[src/rtl/fetch_pc_unit_pkg.sv]
// Shared fetch types and constants: FSM state encoding, PC step, instruction width.
package riscv_fetch_pkg;
  typedef enum logic [1:0] {FETCH, WAIT, DROP} fetch_state_t;
  localparam int PC_INC  = 4;
  localparam int INSTR_W = 32;
endpackage

[src/rtl/fetch_pc_unit_if.sv]
// Instruction-memory request/response bundle between fetch (master) and memory (slave).
interface fetch_pc_unit_if #(parameter int PC_W = 9);
  import riscv_fetch_pkg::*;
  logic               imem_req_valid;
  logic               imem_req_ready;
  logic [PC_W-1:0]    imem_addr;
  logic               imem_rsp_valid;
  logic [INSTR_W-1:0] imem_rsp_data;

  modport master (output imem_req_valid, imem_addr,
                  input  imem_req_ready, imem_rsp_valid, imem_rsp_data);
  modport slave  (input  imem_req_valid, imem_addr,
                  output imem_req_ready, imem_rsp_valid, imem_rsp_data);
endinterface

[src/rtl/fetch_pc_unit_ibuf.sv]
// One-entry IF/ID instruction buffer: capture from memory, consume by decode, kill on redirect.
module fetch_ibuf
  import riscv_fetch_pkg::*;
#(
  parameter int PC_W = 9
) (
  input  logic               clk,
  input  logic               reset,
  input  logic               flush,
  input  logic               capture,
  input  logic [INSTR_W-1:0] cap_instr,
  input  logic [PC_W-1:0]    cap_pc,
  input  logic               stall,
  output logic               valid,
  output logic [INSTR_W-1:0] instr,
  output logic [PC_W-1:0]    pc,
  output logic               buf_free
);
  // Free when empty or when decode takes the entry at this edge.
  assign buf_free = !valid || !stall;

  always_ff @(posedge clk or negedge reset) begin
    if (!reset) begin
      valid <= 1'b0;
      instr <= '0;
      pc    <= '0;
    end else if (flush) begin
      valid <= 1'b0;
    end else if (capture) begin
      valid <= 1'b1;
      instr <= cap_instr;
      pc    <= cap_pc;
    end else if (valid && !stall) begin
      valid <= 1'b0;
    end
  end
endmodule

[src/rtl/fetch_pc_unit.sv]
// Fetch PC owner: issues one request at a time, buffers one instruction, applies execute redirects.
module fetch_pc_unit
  import riscv_fetch_pkg::*;
#(
  parameter int              PC_W     = 9,
  parameter logic [PC_W-1:0] RESET_PC = '0
) (
  input  logic               clk,
  input  logic               reset,
  input  logic               PcSel,
  input  logic [31:0]        BrPC,
  input  logic               Stall,
  fetch_pc_unit_if.master    imem,
  output logic               if_valid,
  output logic [INSTR_W-1:0] if_instr,
  output logic [PC_W-1:0]    if_pc,
  output logic               Flush,
  output logic               misalign_err
);
  fetch_state_t    state;
  logic [PC_W-1:0] pc_q, req_pc_q, target;
  logic            buf_free, capture, accept;
  logic            unused_brpc;

  assign target      = {BrPC[PC_W-1:2], 2'b00};
  assign unused_brpc = ^BrPC[31:PC_W];
  assign Flush       = PcSel;

  assign imem.imem_req_valid = (state == FETCH) && buf_free && !PcSel;
  assign imem.imem_addr      = pc_q;
  assign accept              = imem.imem_req_valid && imem.imem_req_ready;
  assign capture             = (state == WAIT) && imem.imem_rsp_valid && !PcSel;

  always_ff @(posedge clk or negedge reset) begin
    if (!reset) begin
      state        <= FETCH;
      pc_q         <= RESET_PC;
      req_pc_q     <= '0;
      misalign_err <= 1'b0;
    end else begin
      if (PcSel && (BrPC[1:0] != 2'b00)) misalign_err <= 1'b1;
      case (state)
        FETCH: begin
          if (PcSel) begin
            pc_q <= target;
          end else if (accept) begin
            req_pc_q <= pc_q;
            pc_q     <= pc_q + PC_W'(PC_INC);
            state    <= WAIT;
          end
        end
        WAIT: begin
          // A redirect without the response still owes us one return to drop.
          if (PcSel) begin
            pc_q  <= target;
            state <= imem.imem_rsp_valid ? FETCH : DROP;
          end else if (imem.imem_rsp_valid) begin
            state <= FETCH;
          end
        end
        DROP: begin
          if (PcSel) pc_q <= target;
          if (imem.imem_rsp_valid) state <= FETCH;
        end
        default: state <= FETCH;
      endcase
    end
  end

  fetch_ibuf #(.PC_W(PC_W)) u_ibuf (
    .clk      (clk),
    .reset    (reset),
    .flush    (PcSel),
    .capture  (capture),
    .cap_instr(imem.imem_rsp_data),
    .cap_pc   (req_pc_q),
    .stall    (Stall),
    .valid    (if_valid),
    .instr    (if_instr),
    .pc       (if_pc),
    .buf_free (buf_free)
  );
endmodule
[src/flat_wrapper.sv]
// flat-port wrapper written by rule: the top's interface ports become plain ports
module fetch_pc_unit_flat import riscv_fetch_pkg::*;
#(
  parameter int              PC_W     = 9,
  parameter logic [PC_W-1:0] RESET_PC = '0
)
  (clk, reset, PcSel, BrPC, Stall, if_valid, if_instr, if_pc, Flush, misalign_err, imem_imem_req_valid, imem_imem_addr, imem_imem_req_ready, imem_imem_rsp_valid, imem_imem_rsp_data);
  fetch_pc_unit_if #(.PC_W(PC_W)) imem_i ();
  input  logic clk;
  input  logic reset;
  input  logic PcSel;
  input  logic [31:0] BrPC;
  input  logic Stall;
  output logic if_valid;
  output logic [INSTR_W-1:0] if_instr;
  output logic [PC_W-1:0] if_pc;
  output logic Flush;
  output logic misalign_err;
  output wire logic [$bits(imem_i.imem_req_valid)-1:0] imem_imem_req_valid;
  output wire logic [$bits(imem_i.imem_addr)-1:0] imem_imem_addr;
  input wire logic [$bits(imem_i.imem_req_ready)-1:0] imem_imem_req_ready;
  input wire logic [$bits(imem_i.imem_rsp_valid)-1:0] imem_imem_rsp_valid;
  input wire logic [$bits(imem_i.imem_rsp_data)-1:0] imem_imem_rsp_data;
  assign imem_imem_req_valid = imem_i.imem_req_valid;
  assign imem_imem_addr = imem_i.imem_addr;
  assign imem_i.imem_req_ready = imem_imem_req_ready;
  assign imem_i.imem_rsp_valid = imem_imem_rsp_valid;
  assign imem_i.imem_rsp_data = imem_imem_rsp_data;
  fetch_pc_unit #(.PC_W(PC_W), .RESET_PC(RESET_PC)) u_core (.clk(clk), .reset(reset), .PcSel(PcSel), .BrPC(BrPC), .Stall(Stall), .imem(imem_i), .if_valid(if_valid), .if_instr(if_instr), .if_pc(if_pc), .Flush(Flush), .misalign_err(misalign_err));
endmodule
[config.mk]
export PLATFORM = sky130hd
export DESIGN_NAME = fetch_pc_unit_flat
export DESIGN_NICKNAME = d
export VERILOG_FILES = /design/src/rtl/fetch_pc_unit_pkg.sv /design/src/rtl/fetch_pc_unit_if.sv /design/src/rtl/fetch_pc_unit_ibuf.sv /design/src/rtl/fetch_pc_unit.sv /design/src/flat_wrapper.sv
export SDC_FILE = /design/constraint.sdc
export NUM_CORES = 1
export LEC_CHECK = 0
export ABC_AREA = 1
export CORE_MARGIN = 10
export CORE_UTILIZATION = 45
export CTS_CLUSTER_DIAMETER = 40
export DETAILED_ROUTE_END_ITERATION = 10
export PLACE_DENSITY = 0.86
export RECOVER_POWER = 100
export SLEW_MARGIN = 15
export SYNTH_ARGS = -nofsm -noshare
export SYNTH_HDL_FRONTEND = slang
export SYNTH_HIERARCHICAL = 1
export SYNTH_SLANG_ARGS = --single-unit
[constraint.sdc]
create_clock -name clk -period 2.3 [get_ports clk]
set_input_delay 0.23 -clock clk [delete_from_list [all_inputs] [get_ports clk]]
set_output_delay 0.23 -clock clk [all_outputs]
set_load 0.02 [all_outputs]
==> results of run 1 <==
[worst max-delay path by stage]
stage / start / end / slack (ns) / depth (start not counted)
floorplan: u_core/state[0] / u_core/req_pc_q[3] / 0.84 / 5
global placement: PcSel / u_core/imem.imem_addr[3] / 0.36 / 7
detailed placement: PcSel / u_core/imem.imem_addr[5] / 0.29 / 7
CTS: u_core/state[0] / imem_imem_req_valid / 0.06 / 5
global route: u_core/state[0] / imem_imem_req_valid / 0.06 / 5
finish: u_core/state[0] / imem_imem_req_valid / 0.18 / 5
[state kept, by name, indices dropped and copies added, names as in the netlist]
signal	flops
u_core/u_ibuf/valid	1
u_core/misalign_err	1
u_core/u_ibuf/pc	9
u_core/state	2
u_core/imem.imem_addr	7
u_core/u_ibuf/instr	32
u_core/req_pc_q	7
[cell families after synthesis]
group / count (synthesis) / share of synthesized area
adders and majority gates: 5 / 0.0229
and+or+nand+nor: 198 / 0.311
other: 1 / 0.00137
AOI/OAI and AO/OA: 18 / 0.0371
DFF: 59 / 0.540
buffers and inverters: 30 / 0.0723
muxes: 3 / 0.0151
[timing repair]
| item | 4_1_cts | 5_1_grt |
|---|---|---|
| resized for setup | 0 | 1 |
| endpoints found under the setup margin | 0 | 1 |
| hold buffers | 1 | 0 |
| endpoints found under the hold margin | 26 | 0 |
[through the flow]
step	total power, mW	utilization
floorplan	3.23	-
global placement	4.31	0.630
detailed placement	4.42	0.630
CTS	5.25	0.661
global route	5.41	0.656
finish	5.00	0.656
[cell type report]
type                    count  area (µm²)  area share
clock buffers              12         145      0.0374
inverters                  13        51.3      0.0132
flip-flops and latches     59        1480       0.380
repair buffers            103        1040       0.268
clock inverters             4        26.3     0.00676
well taps                  75        93.8      0.0242
multi-input cells         228        1050       0.271
[power breakdown]
part / switching (mW) / total (mW) / internal (mW)
clock network: 0.392 / 0.811 / 0.419
registers: 0.285 / 1.79 / 1.50
logic: 1.41 / 2.40 / 0.990
total: 2.09 / 5.00 / 2.91
[per-layer routing]
metal,wire length [µm],vias up,global-route usage
li1,-,1197,-
met1,3190,1142,0.188
met2,3520,82,0.248
met3,485,8,0.0430
met4,78,0,0.0649
met5,0,-,0
[cell usage in the layout, fill, tap and decap left out, types with 2 or more instances in the layout]
cell / instances
clkbuf_1: 3
dlygate4sd3_1: 53
clkdlybuf4s50_1: 45
a21oi_1: 2
nor2_2: 2
mux2_1: 2
nor2_1: 7
o21ai_0: 11
conb_1: 4
inv_1: 11
nand2_2: 2
nand2_1: 133
clkinv_2: 2
dfrtp_1: 59
clkbuf_8: 10
ha_1: 4
o21bai_1: 3
buf_4: 2
buf_12: 2
nand3_1: 52
[critical path, delay by kind of cell, from the launching register on]
family / cells / cell delay, ns
AND/OR/NAND/NOR: 2 / 0.16
flip-flops: 1 / 0.40
buffers and inverters: 2 / 0.75
adder cells (fa/ha/maj): 1 / 0.26
==> results.toml, run 1 <==
[placed_design]
place_hpwl_um = 5420
placedInstanceArea_mm2 = 0.00373
dpl.cell_count = 477
gp_congestion = 0.849
dp_slack_ns = 0.286
place.port_buffers = 98

[sta]
worst_pin_slew_ns = 1.50
rsz0062_at_grt = "false"
fin_ws_ns = 0.183
hold_ws_ns = 0.456
slew-limit-headroom = 0.000337
setup_viol = 0
fmax_ghz = 0.472
period_share = 0.921
tns_ns = 0
hold_viol = 0
slew_violations = 0
clock-skew-final_ns = 0.0126
finalCriticalPeriod_ns = 2.12

[die]
die_height_um = 97.9
core-area_mm2 = 0.00592
start_util = 0.462
io_pins = 124
die-area_mm2 = 0.00959
num_rows = 28
dieWidth_um = 97.9

[cells_and_area]
instances_no_fill = 494
design_area_mm2 = 0.00388
fin_nets = 489
diodes = 0
nFillCells = 484
layout-drive-gt1-share = 0.0644
syn2layout_area_growth_pct = 42.2

[clock_network]
cts_root_buf = "clkbuf_8"
clock-sinks = 59
clkTransAtPathRegs_ns = 0.07
cts_buffers = 9
cts_tree = "done"
cts.htree.levels = 3
cts_setup_buffers = 0
clock_latency_ns = 0.33
clk_path_buf_depth = 2

[worst_setup_path]
critPathKind = "reg2out"
crit_fanout = 5
timing.rr.start = "u_core/state[1]"
crit_required_ns = 2.07
critical_path.max_stage_delay_ns = 0.62
slowest_stage = "clkdlybuf4s50_1"
cp.arrival_ns = 1.89
end_kind = "output port"
r2r_cells = 7
crit_path_cell_trace = "inv_1 > ha_2 > nand2_1 > nor2_1 > clkdlybuf4s50_1"
r2r_slack_ns = 0.26
crit_path_start_kind = "register"
r2r_end = "u_core/u_ibuf/instr[19]"

[power_and_ir_drop]
peakVddDrop_mv = 0.743
power.density_mw_per_mm2 = 1290
leakagePower_nw = 1.98

[global_routing]
grt_pass1_vias = 2526
antenna_found_initial = 0
grt_use_total = 0.154
grt_max_degree = 43
grt_pass1_wl_um = 12400
grt-ovfl-total = 0

[hold_path]
hold_depth = 3
hold_start = "imem_imem_rsp_data[24]"
hold_end = "u_core/u_ibuf/instr[24]"
worstHoldPathType = "in2reg"

[logic_synthesis]
ys_seq_area_frac = 0.540
synthCells = 314
async_reset_ff_frac = 1.00
ys_top_cells_by_count = "nand2_1 (133), dfrtp_1 (59), nand3_1 (52)"
yosysUniqueCellTypes = 23
synth-edff-count = 0
netlist_area_mm2 = 0.00273
yosys_warnings = 6
synth_top_area_share = 0.540
synth_top_area_cell = "dfrtp_1"
syn_avg_cell_area_um2 = 8.70
synthTopCellsByArea = "dfrtp_1 (54%), nand2_1 (18%), nand3_1 (9.5%)"
synth_seq_cells = 59
synth_flop_cell = "dfrtp_1"
yosysMostFrequentCell = "nand2_1"

[detailed_routing]
viasPerCell = 4.92
drc = 0
num_vias = 2429
routed_wl_um = 7270
ant_nets = 0
dr.pass1.iters = 4
drt_iter0_markers = 89
wl_per_cell_um = 14.7

[status]
violations = "capacitance limit"
outcome = "complete, but fails checks"

[run]
max_cap_viol_count = 1
Power figures use the tool's default switching activity.
==> run 2, diff against run 1 <==
Settings changed: CORE_UTILIZATION 45 to 40, PLACE_DENSITY 0.86 to 0.78.
==> results.toml, run 2 (same netlist as run 1, synthesis figures left out) <==
[status]
violations = "capacitance limit, slew limit"
outcome = "complete, but fails checks"

[sta]
fin_ws_ns = 0.192
period_share = 0.917
slew-limit-headroom = -0.0870
finalCriticalPeriod_ns = 2.11
setup_viol = 0
hold_viol = 0
slew_violations = 28
rsz0062_at_grt = "false"
clock-skew-final_ns = 0.00744
tns_ns = 0
fmax_ghz = 0.474
worst_pin_slew_ns = 1.63

[global_routing]
grt_pass1_vias = 2422
grt_pass1_wl_um = 11900
grt_max_degree = 43
antenna_found_initial = 0
grt-ovfl-total = 0
grt_use_total = 0.142

[power_and_ir_drop]
seqPwrFrac = 0.351
power.density_mw_per_mm2 = 1310
leakagePower_nw = 1.98
combPwrFrac = 0.469
swShare = 0.415
pwr-share-clk = 0.180
internal_power_mw = 2.98
power.switching_mw = 2.12
peakVddDrop_mv = 0.423

[worst_setup_path]
r2r_slack_ns = 0.25
crit_path_cell_trace = "inv_1 > ha_2 > nand2_1 > nor2_1 > clkdlybuf4s50_1"
crit_path_start_kind = "register"
critical_path.max_stage_delay_ns = 0.62
crit_fanout = 5
r2r_cells = 7
end_kind = "output port"
timing.rr.start = "u_core/state[1]"
r2r_end = "u_core/u_ibuf/instr[3]"
worst-path-stages = 5
crit_buf_inv = 2
crit_required_ns = 2.07
cp_top_family = "buffers and inverters"
slowest_stage = "clkdlybuf4s50_1"
cp.arrival_ns = 1.88
critPathKind = "reg2out"

[detailed_routing]
drt_iter0_markers = 140
drc = 0
ant_nets = 0
viasPerCell = 4.91
dr.pass1.iters = 4
num_vias = 2447
wl_per_cell_um = 15.0
routed_wl_um = 7480

[cells_and_area]
final_common_cell = "nand2_1"
largest_register_ffs = 32
top_regs = "u_core/u_ibuf/instr: 32 flops, u_core/u_ibuf/pc: 9 flops"
layout-drive-gt1-share = 0.0646
diodes = 0
largest_register = "u_core/u_ibuf/instr"
syn2layout_area_growth_pct = 42.8
nFillCells = 579
fin_nets = 488
final_cell_mix = "nand2_1 (134), dfrtp_1 (59), dlygate4sd3_1 (53), nand3_1 (52), clkdlybuf4s50_1 (45)"

[clock_network]
clock-sinks = 59
cts_root_buf = "clkbuf_8"
clkTransAtPathRegs_ns = 0.07
cts_setup_buffers = 0
cts_tree = "done"
clock_latency_ns = 0.34
clk_path_buf_depth = 2
cts_buffers = 9
cts.htree.levels = 3

[die]
core-area_mm2 = 0.00672
io_pins = 124
die_height_um = 103
num_rows = 30
start_util = 0.407
dieWidth_um = 103
die-area_mm2 = 0.0105

[hold_path]
hold_depth = 3
hold_start = "imem_imem_rsp_data[31]"
hold_end = "u_core/u_ibuf/instr[31]"
worstHoldPathType = "in2reg"

[placed_design]
place_hpwl_um = 5430
place.port_buffers = 98
dp_slack_ns = 0.280
gp_congestion = 0.798

[run]
max_cap_viol_count = 1
-- run 2: final cells by class --
type	count	area (µm²)	share of cell area
Tap cell	80	100	0.0256
Sequential cell	59	1480	0.378
Inverter	13	51.3	0.0131
Clock inverter	7	68.8	0.0176
Clock buffer	9	124	0.0317
Multi-Input combinational cell	228	1050	0.269
Timing Repair Buffer	102	1030	0.265
-- run 2: metal layers --
metal,global-route usage,routed length (µm),vias up
met5,0,0,-
met4,0.0607,107,0
met3,0.0416,880,10
met2,0.217,3430,95
met1,0.183,3060,1138
li1,-,-,1204
-- run 2: worst max path at each step --
| stage | to | startpoint | slack [ns] |
|---|---|---|---|
| 6_report | imem_imem_req_valid | u_core/state[1] | 0.19 |
| 2_1_floorplan | u_core/req_pc_q[3] | u_core/state[0] | 0.84 |
| 3_3_place_gp | Flush | PcSel | 0.32 |
| 4_1_cts | imem_imem_req_valid | u_core/state[1] | 0.05 |
| 5_1_grt | imem_imem_req_valid | u_core/state[0] | 0.06 |
| 3_5_place_dp | u_core/imem.imem_addr[4] | PcSel | 0.28 |
-- run 2: through the flow --
stage          power, mW  std cells  cell area, µm²  hold WS (ns)   util
2_1_floorplan       3.23        317            2740       -0.0656      -
3_3_place_gp        4.32        481            3730         0.295  0.555
3_5_place_dp        4.42        481            3730         0.303  0.555
4_1_cts             5.35        498            3930         0.448  0.585
5_1_grt             5.48        498            3900         0.455  0.581
6_report            5.10        498            3900         0.461  0.581
-- run 2: power groups by stage --
stage / Clock, mW / Combinational [mW] / Sequential (mW)
5_1_grt: 0.993 / 2.63 / 1.86
3_3_place_gp: 0 / 2.52 / 1.80
2_1_floorplan: 0 / 0.950 / 2.28
4_1_cts: 0.942 / 2.59 / 1.81
6_report: 0.917 / 2.39 / 1.79
3_5_place_dp: 0 / 2.59 / 1.83
-- run 2: worst min-delay path: cells and delay by family --
kind / cells / cell delay, ns
simple gates: 2 / 0.13
buf+inv: 1 / 0.40
-- run 2: timing repair --
action                     4_1_cts  5_1_grt
resized for setup                0        1
setup endpoints to repair        0        1
hold endpoints to repair        27        0
hold buffers                     1        0
==> run 3, diff against run 2 <==
Settings changed: PLACE_DENSITY 0.78 to not set, PLACE_DENSITY_LB_ADDON set to 0.2.
==> results.toml, run 3 (same netlist as run 1, synthesis figures left out) <==
[status]
outcome = "complete, but fails checks"
violations = "capacitance limit, slew limit"

[power_and_ir_drop]
leakagePower_nw = 2.00
peakVddDrop_mv = 0.685
finalPower_mw = 5.16
power.density_mw_per_mm2 = 1320

[cells_and_area]
top_regs = "u_core/u_ibuf/instr: 32 flops, u_core/u_ibuf/pc: 9 flops"
syn2layout_area_growth_pct = 43.5
final_common_cell = "nand2_1"
fin_nets = 490
layout-drive-gt1-share = 0.0597
final_cell_mix = "nand2_1 (135), dfrtp_1 (59), dlygate4sd3_1 (53), nand3_1 (52), clkdlybuf4s50_1 (45)"
diodes = 0
largest_register_ffs = 32
largest_register = "u_core/u_ibuf/instr"

[die]
io_pins = 124
num_rows = 30
die-area_mm2 = 0.0105
die_height_um = 103
start_util = 0.407
core-area_mm2 = 0.00672
dieWidth_um = 103

[sta]
clock-skew-final_ns = 0.00788
tns_ns = 0
fmax_ghz = 0.460
rsz0062_at_grt = "false"
period_share = 0.944
slew_violations = 27
hold_viol = 0
slew-limit-headroom = -0.0481
setup_viol = 0
worst_pin_slew_ns = 1.57
hold_ws_ns = 0.457
finalCriticalPeriod_ns = 2.17

[detailed_routing]
dr_wl_met3_um = 595
wl_per_cell_um = 14.8
drc = 0
num_vias = 2415
top_layer_used = "met4"
dr.pass1.iters = 4
viasPerCell = 4.84
routed_wl_um = 7370
drt_iter0_markers = 103
m1WireLength_um = 3380
dr_wl_met2_um = 3310
ant_nets = 0

[clock_network]
cts.hold.buffers_added = 1
cts.htree.levels = 3
cts_root_buf = "clkbuf_8"
cts_setup_buffers = 0
clock_latency_ns = 0.33
clk_path_buf_depth = 2
cts_resized = 0
clock-sinks = 59
cts_tree = "done"
cts_buffers = 9
clkTransAtPathRegs_ns = 0.07

[global_routing]
grt-ovfl-total = 0
grt_pass1_wl_um = 11300
grt_max_degree = 43
grt_pass1_vias = 2280
antenna_found_initial = 0
grt_use_total = 0.136

[worst_setup_path]
timing.rr.start = "u_core/state[1]"
r2r_cells = 6
cp.arrival_ns = 1.94
endpoint = "imem_imem_req_valid"
cp-startpoint = "u_core/state[1]"
end_kind = "output port"
crit_path_start_kind = "register"
r2r_end = "u_core/u_ibuf/valid"
crit_required_ns = 2.07
critPathKind = "reg2out"
r2r_slack_ns = 0.43
crit_fanout = 5

[placed_design]
gp_congestion = 0.824
place.port_buffers = 98
place_hpwl_um = 5280

[run]
max_cap_viol_count = 1

[hold_path]
worstHoldPathType = "in2reg"
## run 3: changes by cell type in the layout (fill, tap and decap cells not counted), moves of 2 or more
| cell | before | now |
|---|---|---|
| clkbuf_8 | 9 | 13 |
| clkinv_2 | 3 | 0 |
| clkinvlp_4 | 2 | 0 |
| clkbuf_1 | 1 | 3 |
| buf_4 | 1 | 3 |
## run 3: through the flow
step,setup WS [ns],cell area [µm²],utilization,cells
after CTS,0.0947,3950,0.588,499
after detailed placement,0.461,3730,0.555,483
after floorplan,0.840,2740,-,317
final,0.128,3920,0.584,499
after global routing,0.0236,3920,0.584,499
after global placement,0.485,3730,0.555,483
## run 3: layer usage
metal | global-route usage | vias to the layer above
met5 | 0 | -
met4 | 0.0521 | 0
met3 | 0.0469 | 6
met2 | 0.211 | 70
met1 | 0.170 | 1135
li1 | - | 1204
## run 3: cell type report
class	count	area, µm²
Sequential cell	59	1480
Fill cell	614	2800
Clock inverter	1	30.0
Clock buffer	14	183
Tap cell	80	100
Multi-Input combinational cell	228	1050
Timing Repair Buffer	104	1030
Inverter	13	51.3
## run 3: how the worst min path moves through the flow
| stage | start | endpoint | slack [ns] | depth (start not counted) |
|---|---|---|---|---|
| floorplan | reset | u_core/imem.imem_addr[2] | -0.07 | 0 |
| global placement | reset | u_core/u_ibuf/instr[6] | 0.29 | 1 |
| detailed placement | reset | u_core/u_ibuf/instr[6] | 0.30 | 1 |
| CTS | imem_imem_rsp_data[24] | u_core/u_ibuf/instr[24] | 0.44 | 3 |
| global route | imem_imem_rsp_data[14] | u_core/u_ibuf/instr[14] | 0.46 | 3 |
| finish | imem_imem_rsp_data[24] | u_core/u_ibuf/instr[24] | 0.46 | 3 |
## run 3: report_power, final
| part | total (mW) | leakage (nW) | internal, mW | switching [mW] |
|---|---|---|---|---|
| Combinational | 2.36 | 1.16 | 0.970 | 1.39 |
| Clock | 1.01 | 0.109 | 0.614 | 0.396 |
| Sequential | 1.79 | 0.738 | 1.50 | 0.284 |
## run 3: critical path: stages (launching register included)
cell	delay (ns)
dfrtp_1	0.43
inv_1	0.12
ha_1	0.28
nand2_1	0.08
nor2_1	0.09
clkdlybuf4s50_1	0.61
